===== src/rtl/toy_bus_pkg.sv =====
// ToyBusAck shared definitions: field widths, packed ack payload and ack opcodes.
package toy_bus_pkg;

  localparam int DATA_W = 256;
  localparam int SB_W   = 10;
  localparam int ID_W   = 4;
  localparam int PKT_W  = 1 + DATA_W + SB_W + ID_W + ID_W;

  localparam logic ACK_OP_OK  = 1'b0;
  localparam logic ACK_OP_ERR = 1'b1;

  typedef struct packed {
    logic              opcode;
    logic [DATA_W-1:0] data;
    logic [SB_W-1:0]   sideband;
    logic [ID_W-1:0]   src_id;
    logic [ID_W-1:0]   tgt_id;
  } ack_pkt_t;

endpackage


===== src/rtl/toy_bus_rr_arb2.sv =====
// Two-way round-robin grant with a one-bit pointer that moves away from each winner.
module toy_bus_rr_arb2
  import toy_bus_pkg::*;
(
  input  logic       clk,
  input  logic       rst,
  input  logic [1:0] req,
  input  logic       adv,
  output logic [1:0] gnt
);

  logic rr_ptr_q;
  logic rr_ptr_d;

  // Grant selection; rr_ptr only breaks ties when both sides request.
  always_comb begin
    gnt = 2'b00;
    case (req)
      2'b01:   gnt = 2'b01;
      2'b10:   gnt = 2'b10;
      2'b11:   gnt = rr_ptr_q ? 2'b10 : 2'b01;
      default: gnt = 2'b00;
    endcase
  end

  // On a handshake point at the side that did not win (~winner_idx == gnt[0]).
  always_comb begin
    rr_ptr_d = rr_ptr_q;
    if (adv && (gnt != 2'b00)) begin
      rr_ptr_d = gnt[0];
    end else begin
      rr_ptr_d = rr_ptr_q;
    end
  end

  // Pointer register.
  always_ff @(posedge clk) begin
    if (rst) begin
      rr_ptr_q <= 1'b0;
    end else begin
      rr_ptr_q <= rr_ptr_d;
    end
  end

endmodule


===== src/rtl/toy_bus_arb_node_ack_rr.sv =====
// Two-input round-robin merge node for ToyBusAck packets with a single registered
// output slot; full throughput, one cycle latency.
module toy_bus_arb_node_ack_rr
  import toy_bus_pkg::*;
(
  input  logic              clk,
  input  logic              rst,
  input  logic              in0_vld,
  output logic              in0_rdy,
  input  logic              in0_opcode,
  input  logic [DATA_W-1:0] in0_data,
  input  logic [SB_W-1:0]   in0_sideband,
  input  logic [ID_W-1:0]   in0_src_id,
  input  logic [ID_W-1:0]   in0_tgt_id,
  input  logic              in1_vld,
  output logic              in1_rdy,
  input  logic              in1_opcode,
  input  logic [DATA_W-1:0] in1_data,
  input  logic [SB_W-1:0]   in1_sideband,
  input  logic [ID_W-1:0]   in1_src_id,
  input  logic [ID_W-1:0]   in1_tgt_id,
  output logic              out_vld,
  input  logic              out_rdy,
  output logic              out_opcode,
  output logic [DATA_W-1:0] out_data,
  output logic [SB_W-1:0]   out_sideband,
  output logic [ID_W-1:0]   out_src_id,
  output logic [ID_W-1:0]   out_tgt_id
);

  ack_pkt_t   in0_pkt;
  ack_pkt_t   in1_pkt;
  ack_pkt_t   out_pkt_q;
  ack_pkt_t   out_pkt_d;
  logic       out_vld_q;
  logic       out_vld_d;
  logic       slot_free;
  logic       adv;
  logic [1:0] gnt;

  assign in0_pkt = '{opcode: in0_opcode, data: in0_data, sideband: in0_sideband,
                     src_id: in0_src_id, tgt_id: in0_tgt_id};
  assign in1_pkt = '{opcode: in1_opcode, data: in1_data, sideband: in1_sideband,
                     src_id: in1_src_id, tgt_id: in1_tgt_id};

  // A held slot still frees up this cycle if downstream takes it; reset blocks all loads.
  assign slot_free = !out_vld_q || out_rdy;
  assign adv       = slot_free && !rst;
  assign in0_rdy   = adv && gnt[0];
  assign in1_rdy   = adv && gnt[1];

  toy_bus_rr_arb2 u_arb (
    .clk (clk),
    .rst (rst),
    .req ({in1_vld, in0_vld}),
    .adv (adv),
    .gnt (gnt)
  );

  // Output slot: load beats drain, drain clears valid but keeps the payload.
  always_comb begin
    out_vld_d = out_vld_q;
    out_pkt_d = out_pkt_q;
    if (in0_rdy) begin
      out_vld_d = 1'b1;
      out_pkt_d = in0_pkt;
    end else if (in1_rdy) begin
      out_vld_d = 1'b1;
      out_pkt_d = in1_pkt;
    end else if (out_rdy) begin
      out_vld_d = 1'b0;
    end else begin
      out_vld_d = out_vld_q;
    end
  end

  // Output slot registers.
  always_ff @(posedge clk) begin
    if (rst) begin
      out_vld_q <= 1'b0;
      out_pkt_q <= {PKT_W{1'b0}};
    end else begin
      out_vld_q <= out_vld_d;
      out_pkt_q <= out_pkt_d;
    end
  end

  assign out_vld      = out_vld_q;
  assign out_opcode   = out_pkt_q.opcode;
  assign out_data     = out_pkt_q.data;
  assign out_sideband = out_pkt_q.sideband;
  assign out_src_id   = out_pkt_q.src_id;
  assign out_tgt_id   = out_pkt_q.tgt_id;

endmodule


===== config.mk =====
export PLATFORM = sky130hd
export DESIGN_NAME = toy_bus_arb_node_ack_rr
export DESIGN_NICKNAME = d
export VERILOG_FILES = /design/src/rtl/toy_bus_pkg.sv /design/src/rtl/toy_bus_rr_arb2.sv /design/src/rtl/toy_bus_arb_node_ack_rr.sv
export SDC_FILE = /design/constraint.sdc
export NUM_CORES = 1
export LEC_CHECK = 0
export BUFFER_PORTS_ARGS = -buffer_cell sky130_fd_sc_hd__buf_4
export CORE_AREA = 2 2 325 327
export DETAILED_ROUTE_END_ITERATION = 6
export DIE_AREA = 0 0 327 329
export SYNTH_ARGS = -nofsm -noshare
export SYNTH_HDL_FRONTEND = slang
export SYNTH_SLANG_ARGS = --single-unit

===== constraint.sdc =====
create_clock -name clk -period 2.4 [get_ports clk]
set_input_delay 0.36 -clock clk [delete_from_list [all_inputs] [get_ports clk]]
set_output_delay 0.36 -clock clk [all_outputs]
set_load 0.05 [all_outputs]

# == Word-level counts from Yosys, hierarchy flattened ==
# Cells that the tools add are included.
# word_totals
register_bits,277
latchBits,0
ram_bits,0
mem_bits_ro,0
output_inout_bits,278
elab_cells,27
mem_count,0
# classes
add_sub_neg,0
mul,0
div_mod_pow,0
magnitude_cmp,0
n_eq_ne,3
shifts,0
muxes,7
bitwise,0
n_reduce_logical,10
# ops
cell,count
2-to-1 mux 275 bit,2
one-hot mux 2 bit (3 select lines),1
"equality test 2 bit, second input constant",2
logical AND 1 bit,4
nonzero test 2 bit,2
2-to-1 mux 1 bit,3
nonzero test 3 bit,1
"equality test 2 x 1 -> 1 bit, second input constant",1
zero test 1 bit,2
2-to-1 mux 2 bit,1
logical OR 1 bit,1

# == Depth between registers and ports, before layout ==
# Gate-level depths: netlist of run 1.
# logic_depth
depth_word,6
mapped_depth,7

# == Cells and area by module ==
# From an unflattened synthesis of run 1, not the netlist that was laid out.
# unflattened
hier_cells,1274
hier_area_um2,12177.9
# modules_own_cells
mod,instances,cells_each,area_per_inst_um2,seq_area_each_um2
toy_bus_arb_node_ack_rr,1,1267,12112.9,5525.3
toy_bus_rr_arb2,1,7,65.1,20.0

# == Worst setup path after synthesis of run 1 ==
# OpenSTA, ideal clock, no wires.
# synth_timing
kind,flip-flop to output port
from,reg out_vld_q (netlist: out_vld)
to,out in0_rdy
t_arrival_ns,2.218
setup_slack_ns,-0.178
path_stages_with_launch,5
n_path_buf,2
path_cell_list,dfxtp_1 -> nor2b_2 -> buf_2 -> clkbuf_1 -> nor3_1
# synth_via
elab_chain_cells,4
# synth_lines
element,line,rtl
"start, declared",toy_bus_arb_node_ack_rr.sv:35,logic out_vld_q;
"start signal, assigned",toy_bus_arb_node_ack_rr.sv:83,out_vld_q <= out_vld_d;
zero test 1 bit,toy_bus_arb_node_ack_rr.sv:47,assign slot_free = !out_vld_q || out_rdy;
logical OR 1 bit,toy_bus_arb_node_ack_rr.sv:47,
logical AND 1 bit,toy_bus_arb_node_ack_rr.sv:48,assign adv = slot_free && !rst;
logical AND 1 bit,toy_bus_arb_node_ack_rr.sv:49,assign in0_rdy = adv && gnt[0];
"end, declared",toy_bus_arb_node_ack_rr.sv:9,"output logic in0_rdy,"
# Every way passes these cells.

# == Worst setup path after layout of run 1 ==
# Ends and elaborated chain as after synthesis.

==> results of run 1 <==
==> power groups by stage <==
stage	clock network, mW	logic, mW	registers [mW]
2_1_floorplan	0	1.22	6.87
3_3_place_gp	0	4.83	5.42
3_5_place_dp	0	4.84	5.41
4_1_cts	6.04	4.98	5.33
5_1_grt	6.18	5.20	5.38
6_report	5.84	4.97	5.34
==> metrics by stage <==
step	power, mW	utilization	worst slack, ns	hold slack, ns	instance area [sq um]
4_1_cts	16.34	0.2238	0.02785	0.009048	23360
2_1_floorplan	8.096	-	0.2726	0.4413	13200
3_3_place_gp	10.25	0.2036	0.4055	0.4733	21250
6_report	16.15	0.2240	0.1679	0.05916	23380
3_5_place_dp	10.26	0.2036	0.4335	0.4697	21250
5_1_grt	16.76	0.2239	0.04879	0.01743	23370
==> synth_stat cells <==
master / count
buf_2: 106
dfxtp_1: 277
nor4_1: 368
buf_1: 8
a21oi_1: 185
a221o_1: 91
nor2b_2: 1
a21o_1: 1
nor3_1: 1
buf_4: 2
clkbuf_1: 121
nor2_1: 2
nor4b_1: 275
nor2b_1: 1
and2_1: 1
nor3_2: 1
nand2b_1: 3
or2_1: 1
==> registers in the layout (all words and copies together) (netlist names) <==
signal          flops
out_sideband       10
out_src_id          4
u_arb.rr_ptr_q      1
out_data          256
out_vld             1
out_opcode          1
out_tgt_id          4
==> area by class of cell <==
class	count	area, sq um	share of cell area
Antenna cell	4	10.01	0.0004281
Clock buffer	49	1031	0.04409
Clock inverter	10	185.2	0.007920
Multi-Input combinational cell	931	6686	0.2860
Sequential cell	277	5545	0.2372
Tap cell	1391	1740	0.07444
Timing Repair Buffer	1011	8183	0.3500
==> path summary, 6_finish.rpt <==
check           startpoint            end  slack, ns  cells after the start
min reg2reg  out_data[127]  out_data[127]       0.49                      1
min           in1_data[87]   out_data[87]       0.06                      2
max reg2reg        out_vld   out_data[16]       0.43                      6
max                out_vld        in0_rdy       0.17                      5
==> metal layers <==
metal	vias to the layer above	global-route usage	routed length, microns
li1	7569	-	-
met1	8035	0.1795	33920
met2	849	0.2117	35360
met5	-	0	38
met3	106	0.03890	6457
met4	6	0.03809	1929
==> cell families (layout without fill, tap and decap cells) <==
| kind of cell | after synthesis | after routing | share of synthesized area |
|---|---|---|---|
| compound gates | 277 | 277 | 0.1397 |
| other cells | 0 | 4 | 0 |
| flops | 277 | 277 | 0.4201 |
| simple gates | 654 | 654 | 0.3621 |
| buf+inv | 237 | 1070 | 0.07802 |
==> worst reg2reg max path: cells and delay by family, from the launching register on <==
kind                   cells  cell delay, ns
and+or+nand+nor            3            0.85
DFF                        1            0.34
buffers and inverters      3            0.63
==> what timing repair did <==
action / 4_1_cts / 5_1_grt
hold buffers: 89 / 0
setup endpoints to repair: 0 / 1
endpoints found under the hold margin: 89 / 0
buffers inserted: 0 / 2
==> impl_metrics.ini, run 1 <==
[timing]
setup_viol = 0
finClkSkew_ns = 0.01975
hold_violations = 0
worst_slew_pin_slew_ns = 0.7497
relSlewSlack = 0.5002
rsz0062_at_grt = no
fin_crit_ns = 2.232
max_freq_mhz = 448.0
drv_slew = 0
finalCritPeriodShare = 0.9301
finalSetupTns_ns = 0

[critical_path]
path_buf_inv = 3
cp-end-kind = output pin
required_ns = 2.04
worst_path_largest_cell_delay_ns = 0.39
crit_type = reg2out
cp.arrival_ns = 1.87
crit_chain = nor2b_4, buf_12, buf_4, nor3_2, buf_4
startpoint_type = flip-flop
crit_fanout = 13
crit_path_top_delay_cell = dfxtp_1
cpMostUsedCell = buf_4
critical-path-top-delay-family = buffers and inverters

[cells_and_area]
area_growth_syn_to_layout_pct = 77.14
final_cell_mix = buf_4 (891), nor4_1 (368), dfxtp_1 (277)
nets = 2812
final_cell_count_no_fill = 3673
drive_above_1_share = 0.4324
nFillCells = 11409
layout_commonest_cell = buf_4

[die]
dieHeight_microns = 329
dieArea_sq_um = 107600
start_util = 0.1265
io_pins = 833
row_count = 119
coreArea_sq_um = 104400
die_w_microns = 327

[synth]
netlist_area_sq_um = 13200
ys_top_cells_by_area = dfxtp_1 (42%), nor4b_1 (18%), nor4_1 (17%), a21oi_1 (7.0%), a221o_1 (6.9%)
yosysTopAreaCellShare = 0.4201
synth_area_per_cell_sq_um = 9.134
synth_cells = 1445
synth_seq_cells = 277
synth_top_area_cell = dfxtp_1
synth_nets = 2000
synth.distinct_cells = 18
ys_seq_area_frac = 0.4201
yosys_warnings = 0

[clock_tree]
cts_resized = 0
clkLatencyLatePin_ns = 0.58
cts_tree = built
cts_num_sinks = 277
cts_max_level = 2
cts_made_buffers = 36
clk_pin_slew_ns = 0.06
cts_root_buffer = clkbuf_16
clockBufferDepth = 3

[min_path]
hold_path_class = in2reg

[drt]
totalWireLength_microns = 77710
drt-initial-drc-count = 1130
wl_per_cell_microns = 21.16
via_per_inst = 4.510
first_pass_iters = 5
ant_nets = 0
vias = 16565
drc = 0

[placement]
place_inst = 3519
portBuffers = 832
gp_congestion = 0.8830
dp_hpwl_microns = 57230

[global_route]
grt.total_usage = 0.1350
grt.overflow.total = 0
grt_max_degree = 123
first_global_vias = 16105
antenna_found_initial = 5
grt_pass1_wl_microns = 110100

[job]
cap_violations = 0

[pwr]
clock_power_share = 0.362
power_frac_seq = 0.330
combPwrFrac = 0.308
power_leakage_nw = 9.303
max-vdd-ir-drop_mv = 0.4970
intPower_mw = 10.46
switching_share = 0.3524
power_density_nw_per_um2 = 690.6
p_switching_mw = 5.690

[run_status]
status = completed
(Power assumes the default switching activity.)
==> run 2: changes to the inputs <==
--- a/config.mk
+++ b/config.mk
@@ -7,6 +7,7 @@
 export LEC_CHECK = 0
 export BUFFER_PORTS_ARGS = -buffer_cell sky130_fd_sc_hd__buf_4
 export CORE_AREA = 2 2 325 327
+export CTS_CLUSTER_SIZE = 40
 export DETAILED_ROUTE_END_ITERATION = 6
 export DIE_AREA = 0 0 327 329
 export SYNTH_ARGS = -nofsm -noshare
==> constraint.sdc (replaced) <==
create_clock -name clk -period 2.6 [get_ports clk]
set_input_delay 0.39 -clock clk [delete_from_list [all_inputs] [get_ports clk]]
set_output_delay 0.39 -clock clk [all_outputs]
set_load 0.05 [all_outputs]
==> impl_metrics.ini, run 2 (synthesis gave the netlist of run 1 again) <==
[die]
coreArea_sq_um = 104400
dieArea_sq_um = 107600
row_count = 119
dieHeight_microns = 329
start_util = 0.1265
io_pins = 833
die_w_microns = 327

[drt]
ant_nets = 0
drc = 0
via_per_inst = 4.502
first_pass_iters = 5
wl_per_cell_microns = 21.39
totalWireLength_microns = 77630
vias = 16339
drt-initial-drc-count = 1046

[timing]
hold_violations = 0
worst_slack_ns = 0.4213
rsz0062_at_grt = no
relSlewSlack = 0.4722
holdWs_ns = 0.05609
worst_slew_pin_slew_ns = 0.7917
finalSetupTns_ns = 0
fin_crit_ns = 2.179
max_freq_mhz = 459.0
finalCritPeriodShare = 0.8380
finClkSkew_ns = 0.01566
setup_viol = 0
drv_slew = 0

[min_path]
hold_path_class = in2reg
hold_end = out_data[157]
hold_start = in1_data[157]
hold_depth = 2

[clock_tree]
cts_root_buffer = clkbuf_16
cts_made_buffers = 36
cts_num_sinks = 277
cts_resized = 0
clockBufferDepth = 3
cts_tree = built
post-cts-setup-buffer-count = 0
clk_pin_slew_ns = 0.06
clkLatencyLatePin_ns = 0.57
cts_max_level = 2

[global_route]
first_global_vias = 16177
grt.overflow.total = 0
grt_max_degree = 128
antenna_found_initial = 3
grt_pass1_wl_microns = 110600
grt.total_usage = 0.1355

[critical_path]
crit_path_top_delay_cell = dfxtp_1
crit_chain = nor2b_4, buf_12, nor3_4, buf_4
crit_type = reg2out
startpoint_type = flip-flop
required_ns = 2.21
r2r_setup_slack_ns = 0.66
cp-end-kind = output pin
reg2reg_depth = 5
worst_path_largest_cell_delay_ns = 0.34
crit_fanout = 26
reg2reg_from = out_vld
cp.arrival_ns = 1.79
rr_endpoint = out_data[112]

[cells_and_area]
area_growth_syn_to_layout_pct = 73.08
multi_input_comb_area_sq_um = 6686
layout_commonest_cell = buf_4
final_cell_mix = buf_4 (890), nor4_1 (368), dfxtp_1 (277)
register_area_sq_um = 5545
nets = 2770
final_cell_area_sq_um = 22840
nFillCells = 11501
final_core_util = 0.2189
largest_reg_flops = 256
drive_above_1_share = 0.4390

[placement]
dp_hpwl_microns = 57400
gp_congestion = 0.8661
dpl_worst_slack_ns = 0.5621
place_area_sq_um = 21180
portBuffers = 832

[run_status]
status = completed

[pwr]
max-vdd-ir-drop_mv = 0.3812
power_leakage_nw = 9.087
power_density_nw_per_um2 = 634.7

[job]
cap_violations = 0
-- run 2: cell types whose count changed in the layout (fill, tap and decap cells not counted), sizes merged, moves of 3 or more --
cell,before,now
buf,922,917
bufinv,5,2
clkinv,2,9
diode,4,1
dlygate4sd3,89,52
-- run 2: layout make-up --
cell class / count / share of cell area
well taps: 1391 / 0.07619
repair buffers: 969 / 0.3382
flip-flops and latches: 277 / 0.2427
clock buffers: 48 / 0.04447
clock inverters: 12 / 0.005641
diodes: 1 / 0.0001095
multi-input cells: 931 / 0.2927
-- run 2: power breakdown --
group          switching (mW)  leakage (nW)  internal [mW]  total [mW]
Sequential              0.263          2.31           4.66        4.92
Clock                    2.12         0.571           2.94        5.06
Combinational            2.83          6.21           1.69        4.52
Total                    5.21          9.09           9.29        14.5
-- run 2: worst max-delay path by stage --
stage / from / to / slack (ns) / cells after the start
4_1_cts: out_vld / in1_rdy / 0.37 / 4
6_report: out_vld / in1_rdy / 0.42 / 4
5_1_grt: out_vld / in1_rdy / 0.33 / 4
3_3_place_gp: in1_vld / out_data[215] / 0.55 / 6
3_5_place_dp: out_rdy / out_data[68] / 0.56 / 6
2_1_floorplan: out_vld / in0_rdy / 0.44 / 4
-- run 2: through the flow --
step	power (mW)	instances
2_1_floorplan	7.473	1445
3_5_place_dp	9.466	3516
5_1_grt	15.12	3628
3_3_place_gp	9.466	3516
4_1_cts	14.71	3628
6_report	14.50	3629
-- run 2: critical path, delay by kind of cell, from the launching register on --
family	cells	cell delay, ns
simple gates	2	0.44
buf+inv	2	0.41
flops	1	0.34
-- run 2: metal layers --
layer | routed length, microns | share of wire | track usage
met3 | 7028 | 0.091 | 0.04113
met5 | 11 | 0.00014 | 0
met2 | 35400 | 0.46 | 0.2141
met1 | 32910 | 0.42 | 0.1755
met4 | 2274 | 0.029 | 0.04438
-- run 2: repair_timing --
item | in CTS | in global routing
setup endpoints to repair | 0 | 0
hold buffers | 52 | 0
hold endpoints to repair | 52 | 0
==> run 3: changes to the inputs <==
--- a/config.mk
+++ b/config.mk
@@ -6,10 +6,10 @@
 export NUM_CORES = 1
 export LEC_CHECK = 0
 export BUFFER_PORTS_ARGS = -buffer_cell sky130_fd_sc_hd__buf_4
-export CORE_AREA = 2 2 325 327
+export CORE_AREA = 2 2 326 328
 export CTS_CLUSTER_SIZE = 40
 export DETAILED_ROUTE_END_ITERATION = 6
-export DIE_AREA = 0 0 327 329
+export DIE_AREA = 0 0 328 330
 export SYNTH_ARGS = -nofsm -noshare
 export SYNTH_HDL_FRONTEND = slang
 export SYNTH_SLANG_ARGS = --single-unit
==> constraint.sdc (replaced) <==
create_clock -name clk -period 1.9 [get_ports clk]
set_input_delay 0.285 -clock clk [delete_from_list [all_inputs] [get_ports clk]]
set_output_delay 0.285 -clock clk [all_outputs]
set_load 0.05 [all_outputs]
==> impl_metrics.ini, run 3 (synthesis gave the netlist of run 1 again) <==
[timing]
max_freq_mhz = 521.3
finClkSkew_ns = 0.02107
worst_slew_pin_slew_ns = 0.7499
fin_crit_ns = 1.918
worst_slack_ns = -0.01834
finalCritPeriodShare = 1.010
setup_viol = 1
holdWs_ns = 0.04434
relSlewSlack = 0.5000
hold_violations = 0
rsz0062_at_grt = yes
drv_slew = 0

[drt]
drc = 0
vias = 17254
totalWireLength_microns = 79590
ant_nets = 0
drt-initial-drc-count = 1002
wl_per_cell_microns = 20.67
first_pass_iters = 5
via_per_inst = 4.480

[critical_path]
reg2reg_depth = 8
cpMostUsedCell = buf_12
crit_fanout = 37
required_ns = 2.31
cp-end-kind = flip-flop
r2r_setup_slack_ns = -0.02
crit_path_top_delay_cell = nor4_1
reg2reg_from = out_vld
critical-path-top-delay-family = buffers and inverters
crit_type = reg2reg
startpoint_type = flip-flop
rr_endpoint = out_data[19]
crit_chain = nor2b_4, buf_12, buf_4, buf_12, buf_12, buf_4, nor4_1, nor4_1
cp.arrival_ns = 2.33
worst_path_largest_cell_delay_ns = 0.41
path_buf_inv = 5

[run_status]
status = finished with violations
violations = setup timing

[cells_and_area]
nFillCells = 11343
final_cell_area_sq_um = 25030
area_growth_syn_to_layout_pct = 89.60
layout_commonest_cell = buf_4
largest_reg_flops = 256
drive_above_1_share = 0.4355
nets = 2987
final_cell_mix = buf_4 (960), nor4_1 (365), dfxtp_1 (275)

[placement]
gp_congestion = 0.8691
place_area_sq_um = 21820
dp_hpwl_microns = 59780
portBuffers = 832

[die]
row_count = 119
io_pins = 833
dieHeight_microns = 330
coreArea_sq_um = 104700
dieArea_sq_um = 108200
die_w_microns = 328
start_util = 0.1261

[clock_tree]
clk_pin_slew_ns = 0.06
clkLatencyLatePin_ns = 0.58
cts_max_level = 2
cts_tree = built
cts_made_buffers = 36
cts_root_buffer = clkbuf_16
clockBufferDepth = 3
cts_num_sinks = 277

[pwr]
max-vdd-ir-drop_mv = 0.5936
power_leakage_nw = 10.10
power_density_nw_per_um2 = 809.4

[job]
cap_violations = 0

[min_path]
hold_path_class = in2reg
hold_end = out_data[136]
hold_depth = 3
hold_start = in0_data[136]

[global_route]
grt_max_degree = 117
antenna_found_initial = 7
grt_pass1_wl_microns = 112000
grt.total_usage = 0.1371
first_global_vias = 16959
grt.overflow.total = 0
## run 3: worst max-delay path by stage
| stage | end | start | depth (start not counted) |
|---|---|---|---|
| detailed placement | out_data[127] | out_vld | 6 |
| CTS | in0_rdy | u_arb.rr_ptr_q | 4 |
| global route | in0_rdy | out_vld | 5 |
| global placement | out_data[93] | out_vld | 6 |
| floorplan | out_data[219] | out_vld | 4 |
| finish | out_data[19] | out_vld | 8 |
## run 3: metal layers
layer | wire length (microns) | up-vias | share of wire | GRT usage
li1 | - | 7928 | - | -
met1 | 33050 | 8316 | 0.42 | 0.1726
met2 | 36000 | 873 | 0.45 | 0.2140
met3 | 8050 | 133 | 0.10 | 0.05092
met4 | 2473 | 4 | 0.031 | 0.04777
met5 | 20 | - | 0.00025 | 0
## run 3: power breakdown
group,switching (mW),leakage [nW],internal (mW)
sequential,0.379,2.31,6.38
combinational,3.98,7.23,2.65
clock,2.88,0.559,3.99
total,7.24,10.1,13.0
## run 3: final cells by class
class | instances | area, sq um | share of cell area
clock inverters | 7 | 67.56 | 0.002700
well taps | 1391 | 1740 | 0.06955
diodes | 3 | 7.507 | 0.0003000
clock buffers | 56 | 1067 | 0.04265
multi-input cells | 931 | 6749 | 0.2697
flip-flops and latches | 277 | 5550 | 0.2218
repair buffers | 1186 | 9843 | 0.3933
## run 3: worst min-delay path: cells and delay by family
kind / cells / cell delay (ns)
AND/OR/NAND/NOR: 2 / 0.20
buffers and inverters: 1 / 0.08
## run 3: through the flow
step | utilization | total power [mW] | worst slack (ns) | setup TNS [ns] | cells
6_report | 0.2391 | 20.25 | -0.01834 | -0.01834 | 3851
5_1_grt | 0.2391 | 21.09 | -0.08747 | -0.08747 | 3850
4_1_cts | 0.2385 | 20.48 | -0.07142 | -0.07142 | 3848
3_5_place_dp | 0.2085 | 13.12 | 0.1187 | 0 | 3588
3_3_place_gp | 0.2085 | 13.12 | 0.1411 | 0 | 3588
2_1_floorplan | - | 10.23 | 0.01097 | 0 | 1445
## run 3: what timing repair did
item / 4_1_cts / 5_1_grt
endpoints found under the hold margin: 188 / 0
setup buffers: 10 / 0
cloned: 1 / 0
setup endpoints to repair: 2 / 9
hold buffers: 188 / 0
pin swaps: 3 / 1
gates resized for setup: 8 / 9
